--- src/rtl/snes_controller_emu.sv ---
// SNES controller emulator: serialises a 12-button snapshot onto the host's latch/pulse bus.
// Optional SHIFT-frame watchdog is enabled by defining SNES_EMU_WATCHDOG_EN.
module snes_controller_emu #(
    parameter int WDOG_CYCLES = 4095
) (
    input  logic        sys_clk,
    input  logic        sys_reset,
    input  logic        snes_latch,
    input  logic        snes_pulse,
    input  logic [11:0] buttons,
    output logic        snes_data,
    output logic        busy,
    output logic        frame_done
);

    typedef enum logic [1:0] {
        ST_IDLE,
        ST_LATCHED,
        ST_SHIFT,
        ST_DONE
    } state_t;

    state_t      state_q, state_d;
    logic [15:0] shreg_q, shreg_d;
    logic [3:0]  bit_cnt_q, bit_cnt_d;
    logic        snes_data_d;
    logic        frame_done_d;

    // Stages [1:0] synchronise the host strobes; stage [2] is the edge-detect delay.
    logic [2:0]  latch_pipe;
    logic [2:0]  pulse_pipe;
    logic        latch_s, latch_fall, pulse_rise;

    assign latch_s    = latch_pipe[1];
    assign latch_fall = ~latch_pipe[1] & latch_pipe[2];
    assign pulse_rise = pulse_pipe[1] & ~pulse_pipe[2];

    assign busy = (state_q == ST_LATCHED) || (state_q == ST_SHIFT);

`ifdef SNES_EMU_WATCHDOG_EN
    localparam int WDOG_W = $clog2(WDOG_CYCLES + 1);
    localparam logic [WDOG_W-1:0] WDOG_LAST = WDOG_W'(WDOG_CYCLES - 1);

    logic [WDOG_W-1:0] wdog_q, wdog_d;
    logic              wdog_expired;

    assign wdog_expired = (wdog_q == WDOG_LAST);

    // Counts idle cycles inside SHIFT; outside SHIFT it is held clear so entry restarts it.
    always_comb begin
        wdog_d = '0;
        if (state_q == ST_SHIFT && !pulse_rise && !wdog_expired)
            wdog_d = wdog_q + 1'b1;
    end

    always_ff @(posedge sys_clk or posedge sys_reset) begin
        if (sys_reset)
            wdog_q <= '0;
        else
            wdog_q <= wdog_d;
    end
`else
    logic wdog_expired;
    logic unused_wdog;

    assign wdog_expired = 1'b0;
    assign unused_wdog  = ^WDOG_CYCLES;
`endif

    // NOTE: every always_comb output gets a default first so no path leaves it unassigned (no latch).
    always_comb begin
        state_d      = state_q;
        shreg_d      = shreg_q;
        bit_cnt_d    = bit_cnt_q;
        frame_done_d = 1'b0;

        if (latch_s) begin
            state_d   = ST_LATCHED;
            shreg_d   = {4'b0000, buttons};
            bit_cnt_d = 4'd0;
        end else begin
            unique case (state_q)
                ST_LATCHED: begin
                    if (latch_fall)
                        state_d = ST_SHIFT;
                end
                ST_SHIFT: begin
                    if (pulse_rise) begin
                        shreg_d = {1'b0, shreg_q[15:1]};
                        if (bit_cnt_q == 4'd15) begin
                            state_d      = ST_DONE;
                            frame_done_d = 1'b1;
                        end else begin
                            bit_cnt_d = bit_cnt_q + 4'd1;
                        end
                    end else if (wdog_expired) begin
                        state_d = ST_IDLE;
                    end
                end
                default: ;
            endcase
        end

        // Output register is fed from next-state values to keep input-to-pin latency at 3 cycles.
        unique case (state_d)
            ST_LATCHED, ST_SHIFT: snes_data_d = ~shreg_d[0];
            ST_DONE:              snes_data_d = 1'b0;
            default:              snes_data_d = 1'b1;
        endcase
    end

    // NOTE: sequential state uses non-blocking assignments so all flops update from pre-edge values.
    always_ff @(posedge sys_clk or posedge sys_reset) begin
        if (sys_reset) begin
            latch_pipe <= 3'b000;
            pulse_pipe <= 3'b000;
            state_q    <= ST_IDLE;
            shreg_q    <= 16'h0000;
            bit_cnt_q  <= 4'd0;
            snes_data  <= 1'b1;
            frame_done <= 1'b0;
        end else begin
            latch_pipe <= {latch_pipe[1:0], snes_latch};
            pulse_pipe <= {pulse_pipe[1:0], snes_pulse};
            state_q    <= state_d;
            shreg_q    <= shreg_d;
            bit_cnt_q  <= bit_cnt_d;
            snes_data  <= snes_data_d;
            frame_done <= frame_done_d;
        end
    end

endmodule

--- config.mk ---
export PLATFORM = sky130hd
export DESIGN_NAME = snes_controller_emu
export DESIGN_NICKNAME = d
export VERILOG_FILES = /design/src/rtl/snes_controller_emu.sv
export SDC_FILE = /design/constraint.sdc
export NUM_CORES = 1
export LEC_CHECK = 0
export ABC_AREA = 1
export ABC_CLOCK_PERIOD_IN_PS = 2190
export BUFFER_PORTS_ARGS = -buffer_cell sky130_fd_sc_hd__buf_2
export CELL_PAD_IN_SITES_DETAIL_PLACEMENT = 1
export CELL_PAD_IN_SITES_GLOBAL_PLACEMENT = 2
export CORE_ASPECT_RATIO = 0.8
export CORE_UTILIZATION = 34
export CTS_CLUSTER_DIAMETER = 120
export DETAILED_ROUTE_END_ITERATION = 7
export PLACE_DENSITY = 0.86
export SLEW_MARGIN = 20
export SYNTH_ARGS = -nofsm -noshare
export SYNTH_HDL_FRONTEND = slang
export SYNTH_SLANG_ARGS = --single-unit
--- constraint.sdc ---
create_clock -name sys_clk -period 2.19 [get_ports sys_clk]
set_clock_uncertainty 0.05 [all_clocks]
set_input_delay 0.219 -clock sys_clk [delete_from_list [all_inputs] [get_ports sys_clk]]
set_output_delay 0.219 -clock sys_clk [all_outputs]
set_load 0.05 [all_outputs]
==> summary.txt, run 1 <==
Outcome
  • Outcome: finished, final reports clean

Detailed routing
  • Final WL: 2.92 mm
  • Via count: 1062
  • Iteration-0 DRC Markers: 50
  • DRT Pass-1 Iters: 4
  • Avg WL per Cell: 13.1 um
  • Via density: 4.76
  • ANT nets after route: 0
  • Drc violations: 0

Synth
  • Predominant post-synthesis flop cell: dfrtp_1
  • Most frequent cells after synthesis: 38 x nand2_1, 28 x dfrtp_1, 27 x nand3_1
  • Async SR Flop Fraction: 100%
  • Post-synth cell types: 21
  • Synth Area in Compound Gates: 5.27%
  • Most instantiated library cell after synthesis: nand2_1
  • Xor/xnor share of the synthesized area: 0%
  • Yosys top cell area share: 52.7%
  • Post-synth top area cell: dfrtp_1
  • Main combinational cell family by area after synthesis: simple AND/OR/NAND/NOR gates
  • Synth Area in Simple Gates: 27.7%
  • Seq/Total Area, Yosys: 54.7%
  • Post-synthesis mux area share: 0%
  • Post-synthesis cell area: 1330 sq um
  • Synthesis Warnings: 0
  • Number of synthesized flops with an enable pin: 0
  • Cells after synthesis: 144
  • Synth Area in Adders: 4.71%
  • Flops & latches, synth: 29
  • Area contributors post-synth: dfrtp_1 53%, nand2_1 11%, nand3_1 10%
  • Avg Inst Size Synth: 9.23 sq um
  • Syn Nets: 165

Timing
  • Unrepaired setup endpoints after global routing: false
  • Fin crit share: 88.9%
  • Total negative slack: 0 ps
  • Fin. Hold Viols: 0
  • Setup ws final: 244 ps
  • Max-slew headroom at the worst pin: 74.4%
  • Final Slew Violations: 0
  • Min Tclk post-route: 1950 ps
  • Final setup violation count: 0
  • Slew @ Worst Pin: 383 ps
  • Max Fclk: 514 MHz

CTS
  • H-tree depth: 2
  • CTS root buf: clkbuf_8
  • Clk pin slew, worst setup/hold paths: 70 ps
  • Post-CTS Setup Bufs: 0
  • Clk buf depth: 2
  • Clock Sinks: 29
  • Clock latency at the later pin of the worst-skew pair: 270 ps
  • CTS Buf Count: 5
  • Post-cts resize count: 0
  • CTS tree: done
  • Hold-fix buffers, CTS: 3

Final layout
  • Share of cells above drive strength 1: 25.1%
  • Diode count: 0
  • Synthesis-to-finish area growth: 19.6%
  • Nets: 191
  • Footprint of the multi-input gates: 500 sq um
  • Register area: 727 sq um
  • Fillcell total: 426

Worst setup path
  • Crit end category: register
  • Crit path max-delay family: adder cells
  • CP max FO: 4
  • Critical path cell sequence: inv_1 -> ha_1 -> inv_1 -> nand2_1 -> a21oi_1 -> o21ai_1 -> ha_1 -> or2_2 -> nand2_1
  • Kind of critical path: register to register
  • Worst setup SP type: register
  • WP buf/inv: 2
  • Worst Path Required: 2360 ps
  • CP peak stage delay: 390 ps
  • Worst path slowest cell: dfrtp_1
  • CP arrival: 2110 ps

Pwr
  • Combinational group share of total power: 24.3%
  • Int Pwr: 1.01 mW
  • Maximum vdd drop: 0.465 mV
  • Clock power share: 32.5%
  • Total power: 1.49 mW
  • Sw Pwr: 0.482 mW
  • Sequential power share: 43.3%
  • Pleak: 0.805 nW
  • Pwr per Cell Area: 940 nW/um^2
  • Switching Share: 32.3%

Global routing
  • Antenna violations before repair: 0
  • First-pass GRT wire length: 5.38 mm
  • Vias in the first global route: 1196
  • GRT Resource Usage Total: 16.8%
  • Met3 Use GR: 4.70%
  • Met2 Usage GRT: 28.7%
  • Largest net degree at the start of global routing: 30
  • Grt ovf: 0
  • Busiest grt layer: met2
  • Global Route met1 Usage: 21.4%

Placement
  • Routability congestion estimate: 0.690
  • HPWL Detailed: 2.02 mm
  • Buffers on Ports: 18
  • Post-Place Worst Slack: 262 ps

Run
  • Max-capacitance violation count: 0

Die
  • Core Footprint: 3590 sq um
  • Starting density of the core: 37.0%
  • Row count: 19
  • DIE WIDTH: 71.9 um
  • Die height: 57.9 um
  • Die Area: 4160 sq um
  • Io pins: 19

Worst hold path
  • Min-Delay Path Class: primary input to register
-- logic make-up after synthesis --
| logic type | count (synthesis) |
|---|---|
| AO/OA/AOI/OAI | 13 |
| AND/OR/NAND/NOR | 78 |
| buffers and inverters | 19 |
| flip-flops | 29 |
| adder cells (fa/ha/maj) | 5 |
-- metrics by stage --
stage | utilization (%) | cell area (sq um) | std cells | hold WS (ps)
final | 44.3 | 1590 | 223 | 110
after global routing | 44.3 | 1590 | 223 | 108
after detailed placement | 40.6 | 1460 | 212 | 269
after global placement | 40.6 | 1460 | 212 | 249
after CTS | 44.3 | 1590 | 223 | 109
after floorplan | - | 1330 | 144 | 200
-- worst min-delay path, cell delays in order --
cell	delay, ps
buf_2	70
nand2_1	40
nand3_1	70
-- power by group through the flow --
stage                     Clock [mW]  Sequential [mW]  Combinational (mW)
after floorplan                    0            0.682               0.245
after global placement             0            0.649               0.339
after detailed placement           0            0.656               0.363
after CTS                      0.501            0.646               0.368
after global routing           0.531            0.654               0.416
final                          0.485            0.646               0.362
-- placed cells by master (no fill, tap or decap) --
cell type / n
inv_2: 4
inv_1: 10
buf_4: 3
o31ai_1: 1
nor2_1: 2
nand4_1: 2
nand3_2: 1
clkbuf_8: 7
dfstp_2: 1
nand2_1: 38
nand2_2: 2
clkinv_2: 1
o21ai_0: 1
o211ai_1: 1
nor2_2: 1
a21oi_1: 4
nand2_4: 2
o21ai_1: 6
dfrtp_1: 28
nand3_1: 27
ha_1: 5
dlygate4sd3_1: 3
buf_2: 18
or2_2: 3
-- area by class of cell --
cell class | instances | share of cell area, %
multi-input cells | 96 | 31.5
inverters | 14 | 3.31
clock buffers | 7 | 6.06
clock inverters | 1 | 0.315
flip-flops and latches | 29 | 45.7
repair buffers | 24 | 8.98
well taps | 52 | 4.09
-- flip-flops by register name, indices dropped and copies added, names as in the netlist --
register    cells
shreg_q        15
snes_data       1
state_q         2
frame_done      1
pulse_pipe      3
bit_cnt_q       4
latch_pipe      3
-- layer usage --
metal  up-vias  part of all wire, %
met4         0                 0.51
met2        12                   49
met1       527                   48
li1        519                    -
met3         4                  2.4
met5         -                    0
-- worst paths after layout --
check | slack (ps) | start | end | depth (start not counted)
max in group asynchronous | 1260 | sys_reset | snes_data | 4
max reg2reg | 240 | state_q[0] | snes_data | 9
min | 110 | buttons[4] | shreg_q[4] | 3
max | 240 | state_q[0] | snes_data | 9
min in group asynchronous | 520 | sys_reset | shreg_q[6] | 4
min reg2reg | 310 | pulse_pipe[0] | pulse_pipe[1] | 0
(Power assumes the default switching activity.)
==> run 2: changes to the inputs <==
--- a/config.mk
+++ b/config.mk
@@ -14,7 +14,8 @@
 export CORE_UTILIZATION = 34
 export CTS_CLUSTER_DIAMETER = 120
 export DETAILED_ROUTE_END_ITERATION = 7
-export PLACE_DENSITY = 0.86
+export PLACE_DENSITY = 0.75
+export SKIP_LAST_GASP = 1
 export SLEW_MARGIN = 20
 export SYNTH_ARGS = -nofsm -noshare
 export SYNTH_HDL_FRONTEND = slang
==> run 2 against run 1 <==
  * Cell count unchanged
  * First-iteration DRC count increased by 4.0%
  * Wire length is 2.4% lower
  * Final area is the same
  * Global-route usage is 0.88 points lower
  * Non-clock buffer count unchanged
==> summary.txt, run 2 (synthesized netlist as in run 1, its figures left out) <==
Final layout
  • Diode count: 0
  • Most frequent cells in the layout: 38 x nand2_1, 28 x dfrtp_1, 27 x nand3_1
  • Share of cells above drive strength 1: 25.1%
  • Nets: 191
  • Largest reg by FF count: shreg_q
  • Cell Count, Final, Fillers Out: 223
  • Commonest non-fill, non-tap cell in the layout: nand2_1
  • Synthesis-to-finish area growth: 19.6%
  • Max reg flops: 15
  • Largest registers: shreg_q (15), bit_cnt_q (4)

Global routing
  • Busiest grt layer: met2
  • Vias in the first global route: 1071
  • Met3 Use GR: 5.22%
  • Antenna violations before repair: 0
  • Grt ovf: 0
  • First-pass GRT wire length: 4.98 mm
  • Global Route met1 Usage: 22.2%
  • GRT Resource Usage Total: 16.0%
  • Largest net degree at the start of global routing: 30
  • Met2 Usage GRT: 23.3%

Die
  • Starting density of the core: 37.0%
  • Die height: 57.9 um
  • Core Footprint: 3590 sq um
  • DIE WIDTH: 71.9 um
  • Io pins: 19
  • Row count: 19
  • Die Area: 4160 sq um

Worst setup path
  • Kind of critical path: register to register
  • Critical path cell sequence: inv_1 -> ha_1 -> inv_1 -> nand2_1 -> a21oi_1 -> o21ai_1 -> ha_1 -> or2_2 -> nand2_1
  • Worst r2r path cells: 9
  • Worst path slowest cell: dfrtp_1
  • Worst setup SP type: register
  • Crit end category: register
  • CP arrival: 2190 ps
  • CP peak stage delay: 400 ps
  • Worst Path Required: 2360 ps
  • CP max FO: 4

CTS
  • Clock Sinks: 29
  • CTS tree: done
  • CTS root buf: clkbuf_8
  • H-tree depth: 2
  • Clock latency at the later pin of the worst-skew pair: 280 ps
  • CTS Buf Count: 5
  • Clk buf depth: 2
  • Clk pin slew, worst setup/hold paths: 60 ps
  • Post-CTS Setup Bufs: 0

Detailed routing
  • Via count: 1034
  • Avg WL per Cell: 12.8 um
  • DRT Pass-1 Iters: 4
  • ANT nets after route: 0
  • Drc violations: 0
  • Via density: 4.64
  • Final WL: 2.85 mm
  • Iteration-0 DRC Markers: 52

Pwr
  • Pleak: 0.805 nW
  • Pwr per Cell Area: 939 nW/um^2
  • Switching Share: 32.3%
  • Int Pwr: 1.01 mW
  • Sw Pwr: 0.483 mW
  • Maximum vdd drop: 0.444 mV
  • Clock power share: 32.5%
  • Sequential power share: 43.3%
  • Combinational group share of total power: 24.2%

Timing
  • Fin crit share: 91.9%
  • Setup ws final: 178 ps
  • WHS: 100 ps
  • Max-slew headroom at the worst pin: 74.6%
  • Unrepaired setup endpoints after global routing: false
  • Slew @ Worst Pin: 381 ps
  • Fin. Hold Viols: 0
  • Min Tclk post-route: 2010 ps
  • Total negative slack: 0 ps
  • Max Fclk: 497 MHz
  • Final Slew Violations: 0
  • Final setup violation count: 0

Placement
  • Routability congestion estimate: 0.743
  • HPWL Detailed: 1.97 mm
  • Buffers on Ports: 18
  • Post-Place Worst Slack: 187 ps
  • Cells after DPL: 212

Worst hold path
  • Min-Delay Path Class: primary input to register
  • Worst hold stages: 3

Outcome
  • Outcome: finished, final reports clean

Run
  • Max-capacitance violation count: 0
-- run 2: cell counts in the layout (fill, tap and decap cells not counted) --
No cell type changed its count.
-- run 2: worst max-delay path, delay by kind of cell, from the launching register on --
kind | cells | cell delay, ps
adders and majority gates | 2 | 640
and+or+nand+nor | 3 | 420
DFF | 1 | 400
AOI/OAI and AO/OA | 2 | 250
buffers and inverters | 2 | 190
-- run 2: path summary, 6_finish.rpt --
check | startpoint | to | slack, ps
worst min-delay path | buttons[5] | shreg_q[5] | 100
max in group asynchronous | sys_reset | snes_data | 1260
min in group asynchronous | sys_reset | bit_cnt_q[0] | 500
worst max-delay path | state_q[0] | snes_data | 180
worst min register to register | pulse_pipe[0] | pulse_pipe[1] | 310
worst max register to register | state_q[0] | snes_data | 180
-- run 2: repair_timing --
item                                   CTS  global route
resized for setup                        0             0
endpoints found under the hold margin   30             0
hold buffers                             3             0
-- run 2: cell type report --
| type | count | area, sq um |
|---|---|---|
| Fill cell | 423 | 2000 |
| Sequential cell | 29 | 727 |
| Multi-Input combinational cell | 96 | 500 |
| Timing Repair Buffer | 24 | 143 |
| Clock buffer | 7 | 96.3 |
| Tap cell | 52 | 65.1 |
| Inverter | 14 | 52.6 |
| Clock inverter | 1 | 5.00 |
-- run 2: metrics by stage --
step,util (%),area (sq um),power [mW]
floorplan,-,1330,0.927
global placement,40.6,1460,0.994
global route,44.3,1590,1.59
detailed placement,40.6,1460,1.02
finish,44.3,1590,1.49
CTS,44.3,1590,1.51
-- run 2: layer usage --
layer | vias up | wire length (um)
met2 | 16 | 1250
met5 | - | 0
li1 | 517 | -
met1 | 495 | 1470
met4 | 0 | 46
met3 | 6 | 79
-- run 2: power by group through the flow --
stage	sequential, mW	combinational [mW]	clock [mW]
2_1_floorplan	0.682	0.245	0
3_3_place_gp	0.651	0.343	0
3_5_place_dp	0.657	0.361	0
4_1_cts	0.648	0.366	0.498
5_1_grt	0.657	0.412	0.526
6_report	0.646	0.360	0.485
==> run 3: changes to the inputs <==
--- a/config.mk
+++ b/config.mk
@@ -5,16 +5,16 @@
 export SDC_FILE = /design/constraint.sdc
 export NUM_CORES = 1
 export LEC_CHECK = 0
-export ABC_AREA = 1
+export ABC_AREA = 0
 export ABC_CLOCK_PERIOD_IN_PS = 2190
 export BUFFER_PORTS_ARGS = -buffer_cell sky130_fd_sc_hd__buf_2
 export CELL_PAD_IN_SITES_DETAIL_PLACEMENT = 1
 export CELL_PAD_IN_SITES_GLOBAL_PLACEMENT = 2
 export CORE_ASPECT_RATIO = 0.8
-export CORE_UTILIZATION = 34
+export CORE_UTILIZATION = 36
 export CTS_CLUSTER_DIAMETER = 120
 export DETAILED_ROUTE_END_ITERATION = 7
-export PLACE_DENSITY = 0.75
+export PLACE_DENSITY = 0.74
 export SKIP_LAST_GASP = 1
 export SLEW_MARGIN = 20
 export SYNTH_ARGS = -nofsm -noshare
==> run 3 against run 2 <==
  * Combinational power is 22% higher
  * Final area about the same
  * Synthesized cell count fell by 19%
  * Maximum frequency decreased by 2.0%
  * Die area down 5.7%
  * Sequential power is 2% lower
  * Area after synthesis fell by 0.38%
  * Clock power fell by 1%
  * Cell count decreased by 17%
  * Largest cell class unchanged
  * Via count shrank 12%
  * Total power rose by 4.3%
==> summary.txt, run 3 <==
Outcome
  • Outcome: finished, final reports clean

Placement
  • Routability congestion estimate: 0.730
  • HPWL Detailed: 1.85 mm
  • Post-Place Worst Slack: 103 ps
  • Buffers on Ports: 18
  • Placed instance area: 1450 sq um

Final layout
  • Synthesis-to-finish area growth: 20.1%
  • Most frequent cells in the layout: 28 x dfrtp_1, 18 x nand2_1, 18 x buf_2
  • Largest reg by FF count: shreg_q
  • Max reg flops: 15
  • Share of cells above drive strength 1: 30.1%
  • Layout Utilization: 45.8%
  • Nets: 163
  • Diode count: 0
  • Largest registers: shreg_q (15), bit_cnt_q (4)
  • Commonest non-fill, non-tap cell in the layout: dfrtp_1
  • Design area: 1590 sq um

Timing
  • Total negative slack: 0 ps
  • Max-slew headroom at the worst pin: 67.5%
  • Final setup violation count: 0
  • Fin crit share: 93.7%
  • Min Tclk post-route: 2050 ps
  • Setup ws final: 137 ps
  • Fin. Hold Viols: 0
  • Unrepaired setup endpoints after global routing: false
  • Final Slew Violations: 0
  • Slew @ Worst Pin: 488 ps
  • Max Fclk: 487 MHz

Pwr
  • Pleak: 0.782 nW
  • Pwr per Cell Area: 978 nW/um^2
  • Maximum vdd drop: 0.363 mV
  • Total power: 1.56 mW

Synth
  • Yosys top cell area share: 52.9%
  • Post-synth top area cell: dfrtp_1
  • Avg Inst Size Synth: 11.4 sq um
  • Xor/xnor share of the synthesized area: 0%
  • Async SR Flop Fraction: 100%
  • Cells after synthesis: 116
  • Synthesis Warnings: 0
  • Most instantiated library cell after synthesis: dfrtp_1
  • Seq/Total Area, Yosys: 54.9%
  • Number of synthesized flops with an enable pin: 0
  • Synth Area in Simple Gates: 12.0%
  • Main combinational cell family by area after synthesis: compound AO/OA/AOI/OAI gates
  • Synth Area in Adders: 4.73%
  • Area contributors post-synth: dfrtp_1 53%, mux2i_1 9.1%, nand2_1 5.1%
  • Most frequent cells after synthesis: 28 x dfrtp_1, 18 x nand2_1, 12 x mux2i_1, 12 x o21ai_0, 6 x inv_1
  • Synth Area in Compound Gates: 12.7%
  • Syn Nets: 137
  • Post-synthesis mux area share: 9.92%
  • Predominant post-synthesis flop cell: dfrtp_1
  • Post-synth cell types: 27
  • Post-synthesis cell area: 1320 sq um
  • Flops & latches, synth: 29

Worst setup path
  • Worst setup SP type: register
  • Worst r2r path cells: 8
  • Reg2reg start: state_q[0]
  • R2r setup slk: 140 ps
  • Kind of critical path: register to register
  • CP arrival: 2210 ps
  • CP peak stage delay: 380 ps
  • R2r endpoint: snes_data
  • Worst Path Required: 2350 ps
  • Worst path slowest cell: ha_1
  • Crit-path most repeated cell: ha_1
  • Critical path cell sequence: inv_2 -> ha_1 -> clkinvlp_4 -> o21ai_0 -> a211oi_2 -> ha_1 -> a21o_1 -> a31o_2
  • Crit end category: register
  • CP max FO: 4

CTS
  • Clk buf depth: 2
  • Post-CTS Setup Bufs: 0
  • CTS tree: done
  • Clk pin slew, worst setup/hold paths: 60 ps
  • Clock Sinks: 29
  • Clock latency at the later pin of the worst-skew pair: 280 ps
  • CTS Buf Count: 5
  • H-tree depth: 2
  • CTS root buf: clkbuf_8

Die
  • DIE WIDTH: 69.8 um
  • Core Footprint: 3470 sq um
  • Die Area: 3920 sq um
  • Starting density of the core: 38.1%
  • Die height: 56.2 um
  • Row count: 19
  • Io pins: 19

Detailed routing
  • DRT Pass-1 Iters: 4
  • Drc violations: 0
  • Iteration-0 DRC Markers: 35
  • Via density: 4.90
  • Avg WL per Cell: 13.8 um
  • Via count: 907
  • Final WL: 2.55 mm
  • ANT nets after route: 0

Worst hold path
  • Worst hold stages: 3
  • Min-Delay Path Class: primary input to register
  • HP Start: buttons[9]
  • Hold EP: shreg_q[9]

Global routing
  • Vias in the first global route: 965
  • First-pass GRT wire length: 4.52 mm
  • GRT Resource Usage Total: 15.1%
  • Antenna violations before repair: 0
  • Largest net degree at the start of global routing: 24
  • Grt ovf: 0

Run
  • Max-capacitance violation count: 0
==> run 3: what timing repair did <==
item                                    in CTS  in global routing
gates resized for setup                      0                  4
endpoints found under the setup margin       0                  1
hold buffers                                 3                  0
hold endpoints to repair                    14                  0
==> run 3: cells by family (layout without fill, tap and decap cells) <==
group | after synthesis | count (layout)
simple gates | 32 | 32
flops | 29 | 29
compound gates | 25 | 25
mux | 13 | 13
buf+inv | 12 | 39
fa+ha+maj | 5 | 5
==> run 3: how the worst max path moves through the flow <==
stage	from	endpoint	cells after the start
2_1_floorplan	state_q[0]	snes_data	8
3_3_place_gp	state_q[0]	snes_data	8
3_5_place_dp	state_q[0]	snes_data	8
4_1_cts	state_q[0]	snes_data	8
5_1_grt	state_q[0]	snes_data	8
6_report	state_q[0]	snes_data	8
==> run 3: worst max-delay path, delay by kind of cell, from the launching register on <==
| kind | cells | cell delay (ps) |
|---|---|---|
| AOI/OAI and AO/OA | 4 | 720 |
| adders and majority gates | 2 | 680 |
| buffers and inverters | 2 | 160 |
| DFF | 1 | 370 |
==> run 3: per-layer routing <==
metal | track usage, % | up-vias | part of all wire [%]
met5 | 0 | - | 0
met4 | 6.86 | 0 | 2.0
met3 | 4.53 | 7 | 4.4
met2 | 23.6 | 20 | 44
met1 | 19.4 | 430 | 49
li1 | - | 450 | -
==> run 3: area by class of cell <==
cell class                 instances  area (sq um)
multi-input combinational         75           533
timing repair buffer              25           150
tap                               42          52.6
inverter                           6          26.3
sequential                        29           727
fill                             398          1880
clock inverter                     1          5.00
clock buffer                       7          96.3
==> run 3: metrics by stage <==
step	instances	hold slack, ps
6_report	185	99.8
5_1_grt	185	102
4_1_cts	185	94.0
3_5_place_dp	174	228
3_3_place_gp	174	214
2_1_floorplan	116	200
==> run 3: report_power, final <==
| part | total, mW | internal [mW] | switching, mW | leakage, nW |
|---|---|---|---|---|
| clock network | 0.480 | 0.283 | 0.196 | 0.0542 |
| logic | 0.441 | 0.165 | 0.276 | 0.367 |
| registers | 0.635 | 0.599 | 0.0363 | 0.361 |
